## src/rtl/set_ctrl.sv

```systemverilog
// Clock-setting controller: RUN/SET mode FSM, field select rotation, increment pulses
// with hold-to-repeat, blink enable and an idle timeout back to RUN.
module set_ctrl #(
  parameter int unsigned TIMEOUT_S = 10,
  parameter int unsigned HOLD_S    = 2
) (
  input  logic       i_clk,
  input  logic       i_reset_n,
  input  logic       i_tick_1hz,
  input  logic       i_btn_mode,
  input  logic       i_btn_sel,
  input  logic       i_btn_inc,
  output logic [2:0] o_sel,
  output logic       o_set_mode,
  output logic       o_run_en,
  output logic       o_inc_pulse,
  output logic       o_blink
);

  typedef enum logic {StRun, StSet} state_e;

  state_e     r_state, w_state_d;
  logic [2:0] r_sel, w_sel_d;
  logic [7:0] r_idle, w_idle_d;
  logic [3:0] r_hold, w_hold_d;
  logic       r_blink, w_blink_d;
  logic       r_inc, w_inc_d;
  logic       r_prev_mode, r_prev_sel, r_prev_inc;

  logic w_mode_edge, w_sel_edge, w_inc_edge, w_hold_full, w_timeout;

  assign w_mode_edge = i_btn_mode & ~r_prev_mode;
  assign w_sel_edge  = i_btn_sel & ~r_prev_sel;
  assign w_inc_edge  = i_btn_inc & ~r_prev_inc;
  assign w_hold_full = (r_hold == 4'(HOLD_S));
  // Any button edge on the final tick cancels the timeout and is processed instead.
  assign w_timeout   = i_tick_1hz & (r_idle == 8'(TIMEOUT_S - 1)) &
                       ~w_sel_edge & ~w_inc_edge & ~i_btn_inc;

  always_comb begin
    w_state_d = r_state;
    w_sel_d   = r_sel;
    w_idle_d  = r_idle;
    w_hold_d  = r_hold;
    w_blink_d = r_blink;
    w_inc_d   = 1'b0;
    case (r_state)
      StRun: begin
        w_sel_d   = 3'b001;
        w_idle_d  = '0;
        w_hold_d  = '0;
        w_blink_d = 1'b0;
        if (w_mode_edge) w_state_d = StSet;
      end
      StSet: begin
        if (w_mode_edge || w_timeout) begin
          w_state_d = StRun;
          w_sel_d   = 3'b001;
          w_idle_d  = '0;
          w_hold_d  = '0;
          w_blink_d = 1'b0;
        end else begin
          case (r_sel)
            3'b001:  w_sel_d = w_sel_edge ? 3'b010 : 3'b001;
            3'b010:  w_sel_d = w_sel_edge ? 3'b100 : 3'b010;
            3'b100:  w_sel_d = w_sel_edge ? 3'b001 : 3'b100;
            default: w_sel_d = 3'b001;
          endcase
          if (!i_btn_inc) begin
            w_hold_d = '0;
          end else if (i_tick_1hz && !w_hold_full) begin
            w_hold_d = r_hold + 4'd1;
          end
          if (w_sel_edge || w_inc_edge || i_btn_inc) begin
            w_idle_d = '0;
          end else if (i_tick_1hz) begin
            w_idle_d = r_idle + 8'd1;
          end
          if (i_tick_1hz) w_blink_d = ~r_blink;
          // A sel edge swallows a simultaneous inc edge.
          w_inc_d = (w_inc_edge & ~w_sel_edge) | (i_tick_1hz & i_btn_inc & w_hold_full);
        end
      end
      default: w_state_d = StRun;
    endcase
  end

  always_ff @(posedge i_clk or negedge i_reset_n) begin
    if (!i_reset_n) begin
      r_state     <= StRun;
      r_sel       <= 3'b001;
      r_idle      <= '0;
      r_hold      <= '0;
      r_blink     <= 1'b0;
      r_inc       <= 1'b0;
      r_prev_mode <= 1'b1;
      r_prev_sel  <= 1'b1;
      r_prev_inc  <= 1'b1;
    end else begin
      r_state     <= w_state_d;
      r_sel       <= w_sel_d;
      r_idle      <= w_idle_d;
      r_hold      <= w_hold_d;
      r_blink     <= w_blink_d;
      r_inc       <= w_inc_d;
      r_prev_mode <= i_btn_mode;
      r_prev_sel  <= i_btn_sel;
      r_prev_inc  <= i_btn_inc;
    end
  end

  assign o_sel       = r_sel;
  assign o_set_mode  = (r_state == StSet);
  assign o_run_en    = ~o_set_mode;
  assign o_inc_pulse = r_inc;
  assign o_blink     = r_blink;

endmodule

```

## config.mk

```make
export PLATFORM = sky130hd
export DESIGN_NAME = set_ctrl
export DESIGN_NICKNAME = d
export VERILOG_FILES = /design/src/rtl/set_ctrl.sv
export SDC_FILE = /design/constraint.sdc
export NUM_CORES = 1
export LEC_CHECK = 0
export BUFFER_PORTS_ARGS = -buffer_cell sky130_fd_sc_hd__buf_4
export CAP_MARGIN = 20
export CORE_MARGIN = 2
export CORE_UTILIZATION = 57
export CTS_BUF_LIST = sky130_fd_sc_hd__clkbuf_16
export DETAILED_ROUTE_END_ITERATION = 10
export PLACE_DENSITY = 0.79
export SLEW_MARGIN = 20
export SYNTH_ARGS = -nofsm -noshare
export SYNTH_HDL_FRONTEND = slang
export SYNTH_SLANG_ARGS = --single-unit
export TNS_END_PERCENT = 5
```

## constraint.sdc

```tcl
create_clock -name i_clk -period 3.75 [get_ports i_clk]
set_clock_uncertainty 0.15 [all_clocks]
set_input_delay 0.5625 -clock i_clk [delete_from_list [all_inputs] [get_ports i_clk]]
set_output_delay 0.5625 -clock i_clk [all_outputs]
set_load 0.01 [all_outputs]
```

* Yosys cells after proc, flatten, opt, wreduce, memory -nomap -nowiden
Index checks and enable logic that the tools add are counted.
** Storage, ports and cells
- Register bits :: 21
- Input bits :: 6
- Output and inout bits :: 7
- Logic and storage cells :: 65
** Cells by class
- $add $sub $neg :: 2
- Eq/ne operators :: 8
- Multiplexer cells :: 22
- Bitwise logic cells :: 19
- Reductions and logical operators :: 5
** Operators by type and width (number)
- two-way mux 8 bit :: 3
- one-hot mux 8 bit (2 select lines) :: 1
- two-way mux 4 bit :: 3
- bitwise AND 1 bit :: 10
- two-way mux 3 bit :: 3
- one-hot mux 3 bit (3 select lines) :: 1
- adder 8 x 1 -> 8 bit, second input constant :: 1
- == test 8 x 4 -> 1 bit, second input constant :: 1
- != test 4 x 2 -> 1 bit, second input constant :: 2
- inverter 1 bit :: 8
- one-hot mux 4 bit (2 select lines) :: 1
- two-way mux 1 bit :: 6
- one-hot mux 3 bit (2 select lines) :: 1
- adder 4 x 1 -> 4 bit, second input constant :: 1
- == test 4 x 2 -> 1 bit, second input constant :: 1
- one-hot mux 1 bit (2 select lines) :: 2
- == test 3 x 1 -> 1 bit, second input constant :: 1
- == test 3 x 2 -> 1 bit, second input constant :: 1
- == test 3 bit, second input constant :: 1
- logical OR 1 bit :: 3
- != test 3 x 2 -> 1 bit, second input constant :: 1
- two-way mux 2 bit :: 1
- logical AND 1 bit :: 1
- zero test 1 bit :: 1
- OR 1 bit :: 1

* Longest topological paths before layout
Gate-level depths: netlist (run 1).
- Depth after elaboration :: 9
- Mapped depth :: 6
- Depth with buffers taken out :: 6

* Worst setup path after synthesis (run 1)
OpenSTA, ideal clock, no wires.
- Kind :: register -> register
- Start point :: register r_hold[0]
- End point :: register r_hold[2]
- Library setup time :: 0.121 ns
- Arrival time :: 1.235 ns
- Required time :: 3.479 ns
- Setup slack :: 2.244 ns
- Stages on the path, launching flop included :: 7
- Buffers on the path :: 0
- Clock period less this slack :: 1.506 ns
- Cells stage by stage :: dfrtp_1 -> inv_1 -> ha_1 -> or3b_1 -> nand3_1 -> xor2_1 -> nor2_1
** Between the ends
- Cells in the longest elaborated chain, start to end :: 5
- Elaborated cells between the ends (all ways) :: 9
- Those cells by class :: 1 x add/sub; 2 x eq/ne; 4 x mux; 2 x reduce/logical
** RTL lines
- start: declaration :: RTL line 25 : logic [3:0] r_hold, w_hold_d;
- start signal: assignment :: RTL line 103 : r_hold <= w_hold_d;
- adder 4 x 1 -> 4 bit :: RTL line 72 : w_hold_d = r_hold + 4'd1;
- two-way mux 4 bit :: RTL line 71 : end else if (i_tick_1hz && !w_hold_full) begin
- two-way mux 4 bit :: RTL line 69 : if (!i_btn_inc) begin
- two-way mux 4 bit :: RTL line 56 : if (w_mode_edge || w_timeout) begin
- one-hot mux 4 bit (2 select lines) :: RTL line 47 : case (r_state)
Parallel ways exist; a longest one is shown, timed or not. The select of a mux whose other input is x is not followed.
A chain may end at the register's enable or synchronous reset.

* Worst setup path after layout (run 1)
- Start point :: register r_idle[2]
- End point :: register r_state, in the netlist o_set_mode
** Between the ends
- Cells in the longest elaborated chain, start to end :: 8
** RTL lines
- start: declaration :: RTL line 24 : logic [7:0] r_idle, w_idle_d;
- start signal: assignment :: RTL line 102 : r_idle <= w_idle_d;
- == test 8 x 4 -> 1 bit :: RTL line 37 : assign w_timeout = i_tick_1hz & (r_idle == 8'(TIMEOUT_S - 1)) &
- bitwise AND 1 bit (2 in a row) :: RTL line 37
- bitwise AND 1 bit (2 in a row) :: RTL line 38 : ~w_sel_edge & ~w_inc_edge & ~i_btn_inc;
- logical OR 1 bit :: RTL line 56
- two-way mux 1 bit :: RTL line 56
- one-hot mux 1 bit (2 select lines) :: RTL line 47
- named net w_state_d :: RTL line 22 : state_e r_state, w_state_d;
- end signal: assignment :: RTL line 90 : r_state <= StRun;
- end signal: assignment :: RTL line 100 : r_state <= w_state_d;
- end: declaration :: RTL line 22
The timed path passes the listed nets, and every way through them passes these cells.

==> flow_metrics.env, run 1 <==
export IMPL_fin_crit_sh_pct=45.7
export IMPL_drc=0
export IMPL_slew_viol_final=0
export IMPL_final_cell_mix="18 x nor2_1, 17 x dfrtp_1, 12 x buf_4"
export IMPL_drt_first_pass_iters=4
export IMPL_cts_tree="done"
export IMPL_clock_sinks=21
export IMPL_area_growth_pct=18.6
export IMPL_largest_reg_flops=8
export IMPL_status="finished, final reports clean"
export IMPL_fmax_ghz=0.583
export IMPL_dpl_instance_area_um2=1110
export IMPL_worst_pin_slew_ps=414
export IMPL_drv_cap=0
export IMPL_finalNetCount=120
export IMPL_ys_seq_area_share_pct=52.9
export IMPL_io_buffers=12
export IMPL_arrival_ps=1680
export IMPL_path_cells="nor4b_2 -> nand4_1 -> o31ai_4 -> o21ai_1"
export IMPL_fin_ws_ps=2040
export IMPL_cp_top_family="simple AND/OR/NAND/NOR gates"
export IMPL_synth_area_um2=1000
export IMPL_synth_distinct_cells=25
export IMPL_grt_ovfl_total=0
export IMPL_min_delay_path_class="in2async"
export IMPL_cts_resized=0
export IMPL_boundaryPins=13
export IMPL_crit_path_start_kind="flip-flop"
export IMPL_cts_path_max_buffers=2
export IMPL_ant_nets=0
export IMPL_layout_commonest_cell="nor2_1"
export IMPL_syn_num_nets=104
export IMPL_p_per_area_nw_per_um2=442
export IMPL_cts_max_level=1
export IMPL_dieWidth_um=45.9
export IMPL_gp_congestion=0.853
export IMPL_cts_hold_buf=0
export IMPL_max_vdd_ir_drop_uv=330
export IMPL_ctsRootBufferMaster="clkbuf_16"
export IMPL_ys_warn_count=0
export IMPL_synthCells=94
export IMPL_drt_iter0_drc=5
export IMPL_path_class="reg2reg"
export IMPL_antenna_found_initial=0
export IMPL_slew_headroom_pct=72.3
export IMPL_grt_setup_unrepaired="no"
export IMPL_path_buf_inv=0
export IMPL_synth_edff_count=0
export IMPL_end_kind="flip-flop"
export IMPL_syn_area_per_cell_um2=10.7
export IMPL_clk_pin_slew_worst_paths_ps=60
export IMPL_tns_ps=0
export IMPL_antennaDiodeCount=0
export IMPL_required_ps=3720
export IMPL_cp_max_fo=6
export IMPL_finalSetupViolCount=0
export IMPL_top_register="r_idle"
export IMPL_wl_per_cell_um=14.2
export IMPL_synth_seq_cells=21
export IMPL_p_leak_nw=0.521
export IMPL_dieHeight_um=45.9
export IMPL_rr_worst_depth=4
export IMPL_grt_max_degree=22
export IMPL_layout_drive_gt1_share_pct=20.2
export IMPL_critPathSlowestCell="dfrtp_1"
export IMPL_cts_setup_buffers=0
export IMPL_route_vias_total=695
export IMPL_routed_via_density=5.52
export IMPL_synth_main_ff_cell="dfrtp_1"
export IMPL_grt_pass1_wl_mm=2.86
export IMPL_grt_usage_pct=19.4
export IMPL_min_period_ps=1710
export IMPL_design_core_area_um2=1690
export IMPL_async_reset_ff_share_pct=100
export IMPL_cts_buffers=3
export IMPL_fin_area_um2=1190
export IMPL_wl_mm=1.79
export IMPL_slowest_delay_ps=440
export IMPL_clk_latency_ps=250
export IMPL_hold_violations=0
export IMPL_post_place_ws_ps=1970
export IMPL_row_count=15
export IMPL_grt_pass1_vias=637
export IMPL_dieArea_um2=2110
export IMPL_crit_cells=4
export IMPL_whs_ps=30.1
export IMPL_initial_core_util_pct=59.3
export IMPL_hpwlAfterDp_mm=1.28
==> routing by layer <==
metal / track usage, % / wire [um]
met2: 27.5 / 878
met3: 3.57 / 31
met1: 27.8 / 861
met5: 0 / 0
met4: 10.3 / 21
==> worst reg2reg max path: cells and delay by family (launching register included) <==
| family | cells | cell delay (ps) |
|---|---|---|
| simple gates | 2 | 550 |
| compound gates | 2 | 450 |
| flops | 1 | 440 |
==> cells by family (layout without fill, tap and decap cells) <==
kind of cell             count (synthesis)  in the layout  share of synthesized area (%)
AND/OR/NAND/NOR                         44             44                           23.0
flip-flops                              21             21                           52.9
XOR/XNOR                                11             11                           9.61
AO/OA/AOI/OAI                            9              9                           7.49
buffers and inverters                    5             20                           2.00
adder cells (fa/ha/maj)                  4              4                           4.99
==> path summary, 6_finish.rpt <==
check | start | slack (ps) | endpoint
max | r_idle[2]$_DFFE_PN0P_ | 2040 | o_set_mode$_DFF_PN0_
min | i_reset_n | 30 | r_idle[1]$_DFFE_PN0P_
max reg2reg | r_idle[2]$_DFFE_PN0P_ | 2040 | o_set_mode$_DFF_PN0_
min reg2reg | o_sel[2]$_DFF_PN0_ | 350 | o_sel[1]$_DFF_PN0_
max in group asynchronous | i_reset_n | 3150 | r_prev_mode$_DFF_PN1_
min in group i_clk | i_btn_mode | 280 | r_prev_mode$_DFF_PN1_
==> where the power goes <==
group | internal, mW | switching [mW] | total, mW
sequential | 0.237 | 0.00746 | 0.245
clock | 0.143 | 0.0790 | 0.222
combinational | 0.0259 | 0.0324 | 0.0584
==> metrics by stage <==
step	total power, mW	utilization [%]	instances
6_report	0.525	70.4	126
5_1_grt	0.545	70.4	126
4_1_cts	0.531	70.4	126
3_5_place_dp	0.307	65.6	122
3_3_place_gp	0.305	65.6	122
2_1_floorplan	0.279	-	94
==> cell type report <==
| type | instances | area (um2) |
|---|---|---|
| Timing Repair Buffer | 12 | 90.1 |
| Clock buffer | 3 | 75.1 |
| Multi-Input combinational cell | 68 | 452 |
| Clock inverter | 1 | 5.00 |
| Inverter | 4 | 15.0 |
| Sequential cell | 21 | 531 |
| Tap cell | 17 | 21.3 |
| Fill cell | 124 | 500 |
==> Yosys cell counts, drive strengths merged (2+ instances only) <==
master  number  area share (%)
ha           4             5.0
inv          4             1.5
nand3b       3             2.2
or2          2             1.2
nor2        18             6.7
nand2        5             1.9
dfrtp       17              42
nand3        2             1.0
nand2b       3             1.9
xor2         6             5.2
xnor2        5             4.4
nand4        6             3.7
dfstp        4              10
a21oi        2             1.0
a211oi       3             2.2
(Power assumes the default switching activity.)
==> run 2: changes to the inputs <==
CORE_UTILIZATION = 49   (was 57)
PLACE_DENSITY = 0.72   (was 0.79)
clock period = 1.5 ns   (was 3.75 ns; I/O delays follow)
==> run 2 against run 1 <==
Net effect: the run now ends with setup timing left; cell count up 22%; utilization rose by 1.3 points; fmax increased by 9.7%; critical path type unchanged; largest power group unchanged.
==> flow_metrics.env, run 2 (same netlist as run 1, synthesis figures left out) <==
export IMPL_required_ps=1470
export IMPL_status="complete, but fails checks"
export IMPL_min_path_cells=2
export IMPL_finalSetupViolCount=8
export IMPL_clk_latency_ps=250
export IMPL_fmax_ghz=0.640
export IMPL_largest_reg_flops=8
export IMPL_antennaDiodeCount=0
export IMPL_finalNetCount=138
export IMPL_slew_viol_final=0
export IMPL_grt_usage_pct=21.0
export IMPL_power_frac_comb_pct=14.3
export IMPL_slew_headroom_pct=81.3
export IMPL_clock_sinks=21
export IMPL_grt_pass1_wl_mm=3.81
export IMPL_cp_max_fo=5
export IMPL_final_cell_mix="26 x buf_4, 18 x nor2_1, 17 x dfrtp_1"
export IMPL_grt_max_degree=22
export IMPL_io_buffers=12
export IMPL_boundaryPins=13
export IMPL_row_count=16
export IMPL_initial_core_util_pct=51.6
export IMPL_cts_buffers=3
export IMPL_cts_tree="done"
export IMPL_drt_first_pass_iters=4
export IMPL_routed_via_density=5.12
export IMPL_p_leak_nw=0.623
export IMPL_internal_power_mw=1.05
export IMPL_min_delay_path_class="in2reg"
export IMPL_dieArea_um2=2420
export IMPL_ctsRootBufferMaster="clkbuf_16"
export IMPL_sw_frac_of_total_pct=23.6
export IMPL_wl_per_cell_um=14.3
export IMPL_seqCellArea_um2=531
export IMPL_hpwlAfterDp_mm=1.43
export IMPL_cp_top_family="simple AND/OR/NAND/NOR gates"
export IMPL_slowest_delay_ps=390
export IMPL_path_cells="nor4b_2 -> nand4_1 -> o31ai_4 -> o21ai_1"
export IMPL_drc=0
export IMPL_min_period_ps=1560
export IMPL_dieWidth_um=49.2
export IMPL_drt_iter0_drc=10
export IMPL_fin_ws_ps=-63.2
export IMPL_dieHeight_um=49.2
export IMPL_crit_path_start_kind="flip-flop"
export IMPL_fin_crit_sh_pct=104
export IMPL_gp_congestion=0.706
export IMPL_cts_path_max_buffers=2
export IMPL_end_kind="flip-flop"
export IMPL_post_place_ws_ps=-67.3
export IMPL_route_vias_total=788
export IMPL_top_register="r_idle"
export IMPL_drv_cap=0
export IMPL_path_class="reg2reg"
export IMPL_grt_ovfl_total=0
export IMPL_layout_drive_gt1_share_pct=34.6
export IMPL_layout_commonest_cell="buf_4"
export IMPL_pwr_share_clk_pct=41.2
export IMPL_seqPwrFrac_pct=44.4
export IMPL_worst_pin_slew_ps=280
export IMPL_area_growth_pct=38.8
export IMPL_critPathSlowestCell="dfrtp_1"
export IMPL_design_core_area_um2=1940
export IMPL_grt_pass1_vias=822
export IMPL_clk_pin_slew_worst_paths_ps=60
export IMPL_violations="setup timing"
export IMPL_grt_setup_unrepaired="yes"
export IMPL_arrival_ps=1540
export IMPL_p_per_area_nw_per_um2=991
export IMPL_ant_nets=0
export IMPL_cts_max_level=1
export IMPL_antenna_found_initial=0
export IMPL_rr_worst_depth=4
export IMPL_netSwitchingPower_mw=0.325
export IMPL_n_fill_cell=146
export IMPL_hold_violations=0
export IMPL_max_vdd_ir_drop_uv=1090
export IMPL_whs_ps=84.9
export IMPL_crit_cells=4
export IMPL_wl_mm=2.20
export IMPL_multiInputGateArea_um2=497
export IMPL_path_buf_inv=0
run 2: cell count changes in the layout (fill, tap and decap cells not counted), sizes merged:
cell,previous run,this run
buf,12,26
dlygate4sd3,0,4
run 2: timing repair:
item,CTS,global route
buffers inserted,1,1
hold endpoints to repair,24,0
gates resized for setup,3,5
pin swaps,2,2
hold buffers,4,0
setup endpoints to repair,12,17
run 2: worst reg2reg max path, delay by kind of cell, from the launching register on:
| kind | cells | cell delay [ps] |
|---|---|---|
| AND/OR/NAND/NOR | 2 | 490 |
| AO/OA/AOI/OAI | 2 | 420 |
| flip-flops | 1 | 390 |
run 2: final timing paths:
check	from	to	slack, ps
max	r_idle[2]$_DFFE_PN0P_	o_set_mode$_DFF_PN0_	-60
min	i_tick_1hz	r_idle[1]$_DFFE_PN0P_	80
max reg2reg	r_idle[2]$_DFFE_PN0P_	o_set_mode$_DFF_PN0_	-60
min reg2reg	o_sel[2]$_DFF_PN0_	o_sel[1]$_DFF_PN0_	350
max in group asynchronous	i_reset_n	o_sel[0]$_DFF_PN1_	680
min in group asynchronous	i_reset_n	r_hold[2]$_DFFE_PN0P_	240
run 2: routing by layer:
metal	up-vias	global-route usage (%)	routed length, um
met4	0	9.52	77
met1	379	25.9	894
met2	16	35.6	1170
met5	-	0	0
met3	9	3.68	62
li1	384	-	-
run 2: per-stage QoR:
stage / area (um2) / cells / setup TNS [ps] / power [mW] / utilization, %
floorplan: 1000 / 94 / 0 / 0.697 / -
global placement: 1210 / 144 / -64.6 / 0.788 / 62.5
detailed placement: 1210 / 144 / -393 / 0.793 / 62.5
CTS: 1350 / 153 / -371 / 1.38 / 69.6
global route: 1390 / 154 / -1150 / 1.43 / 71.6
finish: 1390 / 154 / -281 / 1.38 / 71.6
run 2: cell type report:
type                            instances  share of cell area (%)
Sequential cell                        21                    38.1
Clock buffer                            3                    5.40
Clock inverter                          1                   0.360
Inverter                                4                    1.08
Tap cell                               27                    2.43
Timing Repair Buffer                   30                    16.9
Multi-Input combinational cell         68                    35.7
run 2: power by group through the flow:
| stage | clock network [mW] | logic [mW] | registers, mW |
|---|---|---|---|
| floorplan | 0 | 0.0718 | 0.625 |
| global placement | 0 | 0.168 | 0.620 |
| detailed placement | 0 | 0.171 | 0.622 |
| CTS | 0.572 | 0.191 | 0.612 |
| global route | 0.601 | 0.218 | 0.615 |
| finish | 0.569 | 0.197 | 0.613 |
